$ cat config.mk
export PLATFORM = sky130hd
export DESIGN_NAME = mult_gf
export DESIGN_NICKNAME = d
export VERILOG_FILES = /design/src/rtl/gf_pkg.sv /design/src/rtl/gf_xtime_cell.sv /design/src/rtl/mult_gf.sv
export SDC_FILE = /design/constraint.sdc
export NUM_CORES = 1
export LEC_CHECK = 0
export ABC_AREA = 1
export CAP_MARGIN = 40
export CELL_PAD_IN_SITES_DETAIL_PLACEMENT = 0
export CELL_PAD_IN_SITES_GLOBAL_PLACEMENT = 1
export CORE_AREA = 8 8 78 80
export DETAILED_ROUTE_END_ITERATION = 16
export DIE_AREA = 0 0 86 88
export DONT_BUFFER_PORTS = 1
export PLACE_DENSITY_LB_ADDON = 0.15
export SETUP_SLACK_MARGIN = 0.4
export SLEW_MARGIN = 15
export SYNTH_ARGS = -nofsm -noshare
export SYNTH_HDL_FRONTEND = slang
export SYNTH_HIERARCHICAL = 1
export SYNTH_SLANG_ARGS = --single-unit
$ cat constraint.sdc
create_clock -name clk -period 3.95 [get_ports clk]
set_input_delay 0.5925 -clock clk [delete_from_list [all_inputs] [get_ports clk]]
set_output_delay 0.5925 -clock clk [all_outputs]
set_load 0.02 [all_outputs]
$ cat src/rtl/gf_pkg.sv
// ---------------------------------------------------------------------------
// gf_pkg -- shared definitions for the GF(2^8) multiplier (Kuznechik field).
//
// Field: GF(2^8) with reduction polynomial x^8+x^7+x^6+x+1 (0x1C3). Only the
// low 8 bits are stored as POLY_DEFAULT; the x^8 term is implied everywhere.
//
// Contents:
//   GF_W          field element width (8)
//   PROD_W        width of an unreduced carry-less product (15)
//   POLY_DEFAULT  low byte of the reduction polynomial (8'hC3)
//   gf_xtime      multiply a field element by x, with reduction
//   gf_clmul      15-bit carry-less product of two bytes
//   gf_reduce     reduce a 15-bit carry-less product to a field element
// ---------------------------------------------------------------------------
package gf_pkg;

  localparam int GF_W   = 8;
  localparam int PROD_W = 2 * GF_W - 1;

  localparam logic [GF_W-1:0] POLY_DEFAULT = 8'hC3;

  function automatic logic [GF_W-1:0] gf_xtime(
    input logic [GF_W-1:0] v,
    input logic [GF_W-1:0] poly = POLY_DEFAULT
  );
    return {v[GF_W-2:0], 1'b0} ^ (v[GF_W-1] ? poly : '0);
  endfunction

  function automatic logic [PROD_W-1:0] gf_clmul(
    input logic [GF_W-1:0] a,
    input logic [GF_W-1:0] b
  );
    logic [PROD_W-1:0] p;
    p = '0;
    for (int i = 0; i < GF_W; i++) begin
      if (b[i]) p ^= (PROD_W'(a) << i);
    end
    return p;
  endfunction

  // Horner evaluation from the top: the upper 8 bits are already a reduced
  // element, and each remaining low bit is folded in after one xtime step.
  function automatic logic [GF_W-1:0] gf_reduce(
    input logic [PROD_W-1:0] p,
    input logic [GF_W-1:0]   poly = POLY_DEFAULT
  );
    logic [GF_W-1:0] acc;
    acc = p[PROD_W-1:GF_W-1];
    for (int k = GF_W - 2; k >= 0; k--) begin
      acc = gf_xtime(acc, poly) ^ {{(GF_W-1){1'b0}}, p[k]};
    end
    return acc;
  endfunction

endpackage

$ cat src/rtl/gf_xtime_cell.sv
// ---------------------------------------------------------------------------
// gf_xtime_cell -- combinational multiply-by-x in GF(2^8).
//
// y = (v << 1) mod {1, POLY}. Used as the repeated step of the reducer chain.
//
// Ports:
//   v  in   8  field element
//   y  out  8  v * x, reduced
// ---------------------------------------------------------------------------
module gf_xtime_cell
  import gf_pkg::*;
#(
  parameter logic [GF_W-1:0] POLY = POLY_DEFAULT
) (
  input  logic [GF_W-1:0] v,
  output logic [GF_W-1:0] y
);

  assign y = gf_xtime(v, POLY);

endmodule

$ cat src/rtl/mult_gf.sv
// ---------------------------------------------------------------------------
// mult_gf -- GF(2^8) multiplier for the Kuznechik L-transform.
//
// c is the purely combinational product a*b mod {1,POLY}. c_q/out_valid is
// a registered copy for pipelined use: a pair qualified by in_valid appears
// on c_q with out_valid=1 one cycle later; c_q holds when nothing new
// arrives. rst_n (asynchronous, active low) empties the registered path.
//
// Optional build macro MULT_GF_PIPE2_EN: the registered path becomes two
// stages (unreduced 15-bit product, then reduced result), latency 2,
// throughput still one pair per cycle. c is unaffected.
//
// Ports:
//   clk        in   1  clock, rising edge
//   rst_n      in   1  asynchronous active-low reset
//   a, b       in   8  operands
//   in_valid   in   1  a/b qualify for the registered path this cycle
//   c          out  8  combinational product
//   c_q        out  8  registered product
//   out_valid  out  1  c_q holds a freshly produced product
// ---------------------------------------------------------------------------
module mult_gf
  import gf_pkg::*;
#(
  parameter logic [GF_W-1:0] POLY = POLY_DEFAULT
) (
  input  logic            clk,
  input  logic            rst_n,
  input  logic [GF_W-1:0] a,
  input  logic [GF_W-1:0] b,
  input  logic            in_valid,
  output logic [GF_W-1:0] c,
  output logic [GF_W-1:0] c_q,
  output logic            out_valid
);

`ifdef MULT_GF_PIPE2_EN
  // Lane 0 reduces the live product for c, lane 1 the stage-1 register.
  localparam int N_RED = 2;
`else
  localparam int N_RED = 1;
`endif

  logic [PROD_W-1:0] pp [GF_W];
  logic [PROD_W-1:0] prod;
  logic [PROD_W-1:0] red_src [N_RED];
  logic [GF_W-1:0]   red_out [N_RED];

  logic [GF_W-1:0]   c_q_reg;
  logic              out_valid_reg;

  genvar gi, gl;

  // ---- carry-less product: one shifted copy of a per set bit of b --------
  for (gi = 0; gi < GF_W; gi++) begin : g_pp
    assign pp[gi] = b[gi] ? (PROD_W'(a) << gi) : '0;
  end

  always_comb begin
    prod = '0;
    for (int i = 0; i < GF_W; i++) begin
      prod ^= pp[i];
    end
  end

  // ---- reducer lanes: 7 chained xtime cells each -------------------------
  // Each step keeps its own signals so the chain has no self-referencing
  // vector; step gi folds in product bit (6 - gi).
  for (gl = 0; gl < N_RED; gl++) begin : g_lane
    for (gi = 0; gi < GF_W - 1; gi++) begin : g_step
      logic [GF_W-1:0] acc_in;
      logic [GF_W-1:0] shifted;
      logic [GF_W-1:0] acc_out;

      if (gi == 0) begin : g_head
        assign acc_in = red_src[gl][PROD_W-1:GF_W-1];
      end else begin : g_link
        assign acc_in = g_step[gi-1].acc_out;
      end

      gf_xtime_cell #(.POLY(POLY)) u_xtime (
        .v (acc_in),
        .y (shifted)
      );

      assign acc_out = shifted ^ {{(GF_W-1){1'b0}}, red_src[gl][GF_W-2-gi]};
    end

    assign red_out[gl] = g_step[GF_W-2].acc_out;
  end

  assign red_src[0] = prod;
  assign c          = red_out[0];

`ifdef MULT_GF_PIPE2_EN
  // ---- two-stage registered path -----------------------------------------
  logic [PROD_W-1:0] prod_q_reg;
  logic              s1_valid_reg;

  assign red_src[1] = prod_q_reg;

  always_ff @(posedge clk or negedge rst_n) begin
    if (!rst_n) begin
      prod_q_reg    <= '0;
      s1_valid_reg  <= 1'b0;
      c_q_reg       <= '0;
      out_valid_reg <= 1'b0;
    end else begin
      s1_valid_reg  <= in_valid;
      out_valid_reg <= s1_valid_reg;
      if (in_valid)     prod_q_reg <= prod;
      if (s1_valid_reg) c_q_reg    <= red_out[1];
    end
  end
`else
  // ---- single-stage registered path --------------------------------------
  always_ff @(posedge clk or negedge rst_n) begin
    if (!rst_n) begin
      c_q_reg       <= '0;
      out_valid_reg <= 1'b0;
    end else begin
      out_valid_reg <= in_valid;
      if (in_valid) c_q_reg <= red_out[0];
    end
  end
`endif

  assign c_q       = c_q_reg;
  assign out_valid = out_valid_reg;

endmodule

# Yosys cells after proc, flatten, opt, wreduce, memory -nomap -nowiden

Index checks and enable logic that the tools add are counted.

Bits in registers: 9
Word-level logic and storage cells: 38
Output and inout port bits: 17
Input bits: 19

Bitwise operators: 21
Multiplexer cells: 15

Operators with widths:

| operator         | count |
|---|---|
| $mux W8          | 8 |
| $xor A8 B1 Y8    | 7 |
| $xor A8 B8 Y8    | 7 |
| $mux W15         | 1 |
| $xor A14 B15 Y15 | 1 |
| $mux W14         | 1 |
| $xor A13 B14 Y14 | 1 |
| $mux W13         | 1 |
| $xor A12 B13 Y13 | 1 |
| $mux W12         | 1 |
| $xor A11 B12 Y12 | 1 |
| $mux W11         | 1 |
| $xor A10 B11 Y11 | 1 |
| $mux W10         | 1 |
| $xor A9 B10 Y10  | 1 |
| $mux W9          | 1 |
| $xor A8 B9 Y9    | 1 |

# Depth between registers and ports, before layout

Depth in word-level cells: 29
Mapped depth: 26
Depth with buffers taken out: 25

# By module

The synthesis kept the hierarchy.

By module, submodules not included:

| module        | sequential area each (um2) | times used | cells an instance | area each (um2) |
|---|---|---|---|---|
| mult_gf       | 225.2                      | 1          | 238               | 1470.2 |
| gf_xtime_cell | 0.0                        | 7          | 18                | 86.3 |

# Worst setup path before layout

OpenSTA, ideal clock, no wires.

Path kind: input to output
From: in b[6]
To: out c[0]
Path slack: 0.445 ns
Path buffers: 2
Arrival: 2.912 ns
Stages: 23
Required time: 3.357 ns
Cells stage by stage: buf_4 > nand2_1 > xnor2_1 > xor2_1 > inv_1 > nand2_1 > nand2_1 > nand2_1 > nand2_1 > inv_2 > nand2_1 > nand2_1 > inv_2 > nand2_1 > nand2_1 > inv_2 > nand2_1 > nand2_1 > inv_2 > nand2_1 > nand2_1 > buf_4 > xnor2_1

Elaborated cells on any way between the ends: 23
Those cells by class: 7 x mux; 16 x bitwise

RTL lines:

| item                                     | line          | text |
|---|---|---|
| start, declared                          | mult_gf.sv:30 | `input logic [GF_W-1:0] b,` |
| $mux W14                                 | mult_gf.sv:56 | `assign pp[gi] = b[gi] ? (PROD_W'(a) << gi) : '0;` |
| $xor A13 B14 Y14                         | mult_gf.sv:62 | `prod ^= pp[i];` |
| $xor A14 B15 Y15                         | mult_gf.sv:62 |  |
| named net prod[12]                       | mult_gf.sv:45 | `logic [PROD_W-1:0] prod;` |
| $xor A8 B8 Y8                            | gf_pkg.sv:26  | `return {v[GF_W-2:0], 1'b0} ^ (v[GF_W-1] ? poly : '0);` |
| $xor A8 B1 Y8                            | mult_gf.sv:86 | `assign acc_out = shifted ^ {{(GF_W-1){1'b0}}, red_src[gl][GF_W-2-gi]};` |
| named net g_lane[0].g_step[0].acc_out[6] | mult_gf.sv:73 | `logic [GF_W-1:0] acc_out;` |
| $xor A8 B8 Y8                            | gf_pkg.sv:26  |  |
| [... 1 more ...]                         | n/a           |  |
| named net g_lane[0].g_step[1].acc_out[7] | mult_gf.sv:73 |  |
| [... 3 more ...]                         | n/a           |  |
| named net g_lane[0].g_step[2].acc_out[7] | mult_gf.sv:73 |  |
| [... 3 more ...]                         | n/a           |  |
| named net g_lane[0].g_step[3].acc_out[7] | mult_gf.sv:73 |  |
| [... 3 more ...]                         | n/a           |  |
| named net g_lane[0].g_step[4].acc_out[7] | mult_gf.sv:73 |  |
| $mux W8                                  | gf_pkg.sv:26  |  |
| $xor A8 B8 Y8                            | gf_pkg.sv:26  |  |
| $xor A8 B1 Y8                            | mult_gf.sv:86 |  |
| named net g_lane[0].g_step[5].acc_out[7] | mult_gf.sv:73 |  |
| $mux W8                                  | gf_pkg.sv:26  |  |
| $xor A8 B8 Y8                            | gf_pkg.sv:26  |  |
| named net g_lane[0].g_step[6].shifted[0] | mult_gf.sv:72 | `logic [GF_W-1:0] shifted;` |
| $xor A8 B1 Y8                            | mult_gf.sv:86 |  |
| end, declared                            | mult_gf.sv:32 | `output logic [GF_W-1:0] c,` |

The timed path passes the listed nets, and every way through them passes these cells.

# Worst setup path after layout

From: in b[5]
To: out c[1]

Elaborated cells on any way between the ends: 23
Those cells by class: 6 x mux; 17 x bitwise

RTL lines:

| item                                     | line |
|---|---|
| $mux W13                                 | mult_gf.sv:56 |
| $xor A12 B13 Y13                         | mult_gf.sv:62 |
| $xor A13 B14 Y14                         | mult_gf.sv:62 |
| $xor A14 B15 Y15                         | mult_gf.sv:62 |
| named net prod[12]                       | mult_gf.sv:45 |
| $xor A8 B8 Y8                            | gf_pkg.sv:26 |
| $xor A8 B1 Y8                            | mult_gf.sv:86 |
| named net g_lane[0].g_step[0].acc_out[6] | mult_gf.sv:73 |
| [... 2 more ...]                         | n/a |
| named net g_lane[0].g_step[1].acc_out[7] | mult_gf.sv:73 |
| [... 3 more ...]                         | n/a |
| named net g_lane[0].g_step[2].acc_out[6] | mult_gf.sv:73 |
| [... 2 more ...]                         | n/a |
| named net g_lane[0].g_step[3].acc_out[7] | mult_gf.sv:73 |
| [... 2 more ...]                         | n/a |
| $xor A8 B1 Y8                            | mult_gf.sv:86 |
| named net g_lane[0].g_step[4].acc_out[6] | mult_gf.sv:73 |
| $xor A8 B8 Y8                            | gf_pkg.sv:26 |
| $xor A8 B1 Y8                            | mult_gf.sv:86 |
| named net g_lane[0].g_step[5].acc_out[7] | mult_gf.sv:73 |
| $mux W8                                  | gf_pkg.sv:26 |
| $xor A8 B8 Y8                            | gf_pkg.sv:26 |
| $xor A8 B1 Y8                            | mult_gf.sv:86 |

The timed path passes the listed nets, and every way through them passes these cells.

==> flow_metrics.py <==
metrics = {
    "setup_path": {
        "ff2ff_path_depth": 1,
        "reg2reg_to": "c_q[0]$_DFFE_PN0P_",
        "crit_buf_inv": 7,
        "rr_startpoint": "c_q[0]$_DFFE_PN0P_",
        "rrSetupSlack_ns": 3.10,
        "path_delay_family": "simple AND/OR/NAND/NOR gates",
        "crit_slowest_cell": "xor2_1",
        "crit_top_cell": "nand2_1",
        "worstSetupPathType": "input port to primary output",
        "cp_cell_sequence": "nand2_1 -> xnor2_1 -> xor2_1 -> inv_1 -> nand2_1 -> nand2_1 -> inv_1 -> nand2_1 -> nand2_2 -> buf_4 -> nand2_1 -> nand2_1 -> inv_1 -> nand2_1 -> nand2_2 -> buf_4 -> nand2_1 -> nand2_1 -> inv_1 -> nand2_1 -> nand2_2 -> inv_2 -> nand2_1 -> nand2_4",
        "max_stage_delay_ns": 0.20,
        "critPathMaxFanout": 9,
        "crit_path_start_kind": "input port",
        "worstPathRequired_ns": 3.36,
        "arrival_ns": 2.66,
        "path_depth": 24,
        "cp-end-kind": "primary output",
    },
    "sta": {
        "fin_skew_ns": 0,
        "worstMarginPinSlew_ns": 0.271,
        "period_share_pct": 82.5,
        "report.final.slew_viol_count": 0,
        "tns_ns": 0,
        "max_freq_mhz": 307,
        "fin_ws_ns": 0.693,
        "max_slew_margin_pct": 81.9,
        "final-setup-viol-count": 0,
        "hold_viol_final": 0,
        "fin_crit_ns": 3.26,
        "whs_ns": 0.0592,
        "rsz0062_at_grt": "no",
    },
    "clock_tree": {
        "cts_made_buffers": 3,
        "cts_sinks": 9,
        "cts_tree": "yes",
        "cts_root_buf": "clkbuf_8",
        "htreeDepth": 1,
        "worstSkewPairLatency_ns": 0.23,
        "cts_buffer_depth": 2,
        "clk_pin_slew_worst_paths_ns": 0.04,
    },
    "logic_synthesis": {
        "yosysWarnings": 6,
        "netlist_instances": 364,
        "synth_fp_nets": 383,
        "syn_area_sq_mm": 0.00207,
        "synth-seq-cells": 9,
        "seq_area_frac_synth_pct": 10.9,
        "synth.distinct_cells": 16,
        "synth.avg_cell_area_sq_um": 5.70,
    },
    "floorplanning": {
        "die_h_um": 88,
        "coreArea_sq_mm": 0.00491,
        "die_w_um": 86,
        "start_util_pct": 42.2,
        "ioPinCount": 36,
        "rows": 26,
        "die_area_sq_mm": 0.00757,
    },
    "final_layout": {
        "layout-drive-gt1-share_pct": 11.3,
        "final_cell_mix": "nand2_1, inv_1, xnor2_1",
        "final_nets": 338,
        "largest_reg_flops": 8,
        "antenna_cells": 0,
        "syn2layout_area_growth_pct": -9.41,
        "final_common_cell": "nand2_1",
    },
    "power": {
        "ir_drop_uv": 230,
        "leakagePower_uw": 0.00110,
        "power_density_mw_per_mm2": 511,
        "total_power_uw": 960,
    },
    "detailed_routing": {
        "vias": 1716,
        "postRouteAntennaNets": 0,
        "firstDrtPassIters": 4,
        "drt-total-wl_um": 4680,
        "first_iter_violations": 55,
        "remaining_drc_errors": 0,
        "viasPerCell": 4.42,
        "wl_per_cell_um": 12.1,
    },
    "global_route": {
        "grt_max_degree": 11,
        "antenna_found_initial": 0,
        "grt_pass1_wl_um": 7790,
        "grt_pass1_vias": 1606,
        "track_usage_pct": 13.0,
        "globalRouteOverflowTotal": 0,
    },
    "min_path": {
        "hold_class": "input port to async pin",
    },
    "run": {
        "cap_violations": 0,
    },
    "place": {
        "pre_cts_slack_ns": 0.313,
        "hpwl_um": 3740,
        "portBuffers": 0,
        "gp_congestion": 0.826,
    },
    "outcome": {
        "status": "completed",
    },
}
layer usage:
| metal | wire, um | vias to the layer above | share of wire, % | global-route usage, % |
|---|---|---|---|---|
| li1 | - | 935 | - | - |
| met1 | 2090 | 742 | 45 | 14.1 |
| met2 | 2240 | 34 | 48 | 24.8 |
| met3 | 305 | 5 | 6.5 | 2.81 |
| met4 | 34 | 0 | 0.73 | 2.87 |
| met5 | 0 | - | 0 | 0 |
timing repair:
action                                  CTS  global route
resized for setup                         3            10
endpoints found under the hold margin     0             0
hold buffers                              0             0
endpoints found under the setup margin    2             5
pin swaps                                 0             7
buffers inserted                          0             2
power by group:
part	internal, uW	leakage, uW	switching, uW
clock network	69.8	0.0000228	31.2
logic	235	0.000969	413
registers	135	0.000108	76.0
total	440	0.00110	520
synthesized netlist by cell type (all sizes together):
library cell	n	area [sq um]
nand3b	3	22.5
mux2	8	90.1
nor2	2	7.51
nand2	186	713
inv	47	176
nand3	17	85.1
dfrtp	9	225
xnor2	22	200
xor2	18	158
buf	52	397
final cells by class:
class	count	area, sq um
Fill cell	556	3030
Clock buffer	4	45.0
Timing Repair Buffer	2	15.0
Tap cell	70	87.6
Multi-Input combinational cell	256	1330
Sequential cell	9	225
Inverter	47	176
worst max path at each step:
stage | startpoint | endpoint | slack (ns)
final | b[5] | c[1] | 0.69
after detailed placement | a[6] | c[0] | 0.31
after global placement | a[6] | c[0] | 0.40
after CTS | a[6] | c[6] | 0.41
after floorplan | b[6] | c[0] | 0.45
after global routing | b[5] | c[6] | 0.40
through the flow:
step,util (%),std cells,instance area (sq um)
after detailed placement,35.9,382,1770
after CTS,37.2,386,1830
final,38.3,388,1880
after global routing,38.3,388,1880
after floorplan,-,364,2070
after global placement,35.9,382,1770
cells by family after synthesis:
logic type,after synthesis,synth area share (%)
muxes,8,4.34
buffers and inverters,99,27.6
and+or+nand+nor,208,39.9
DFF,9,10.9
xor gates and xnor gates,40,17.3
(Power assumes the default switching activity.)
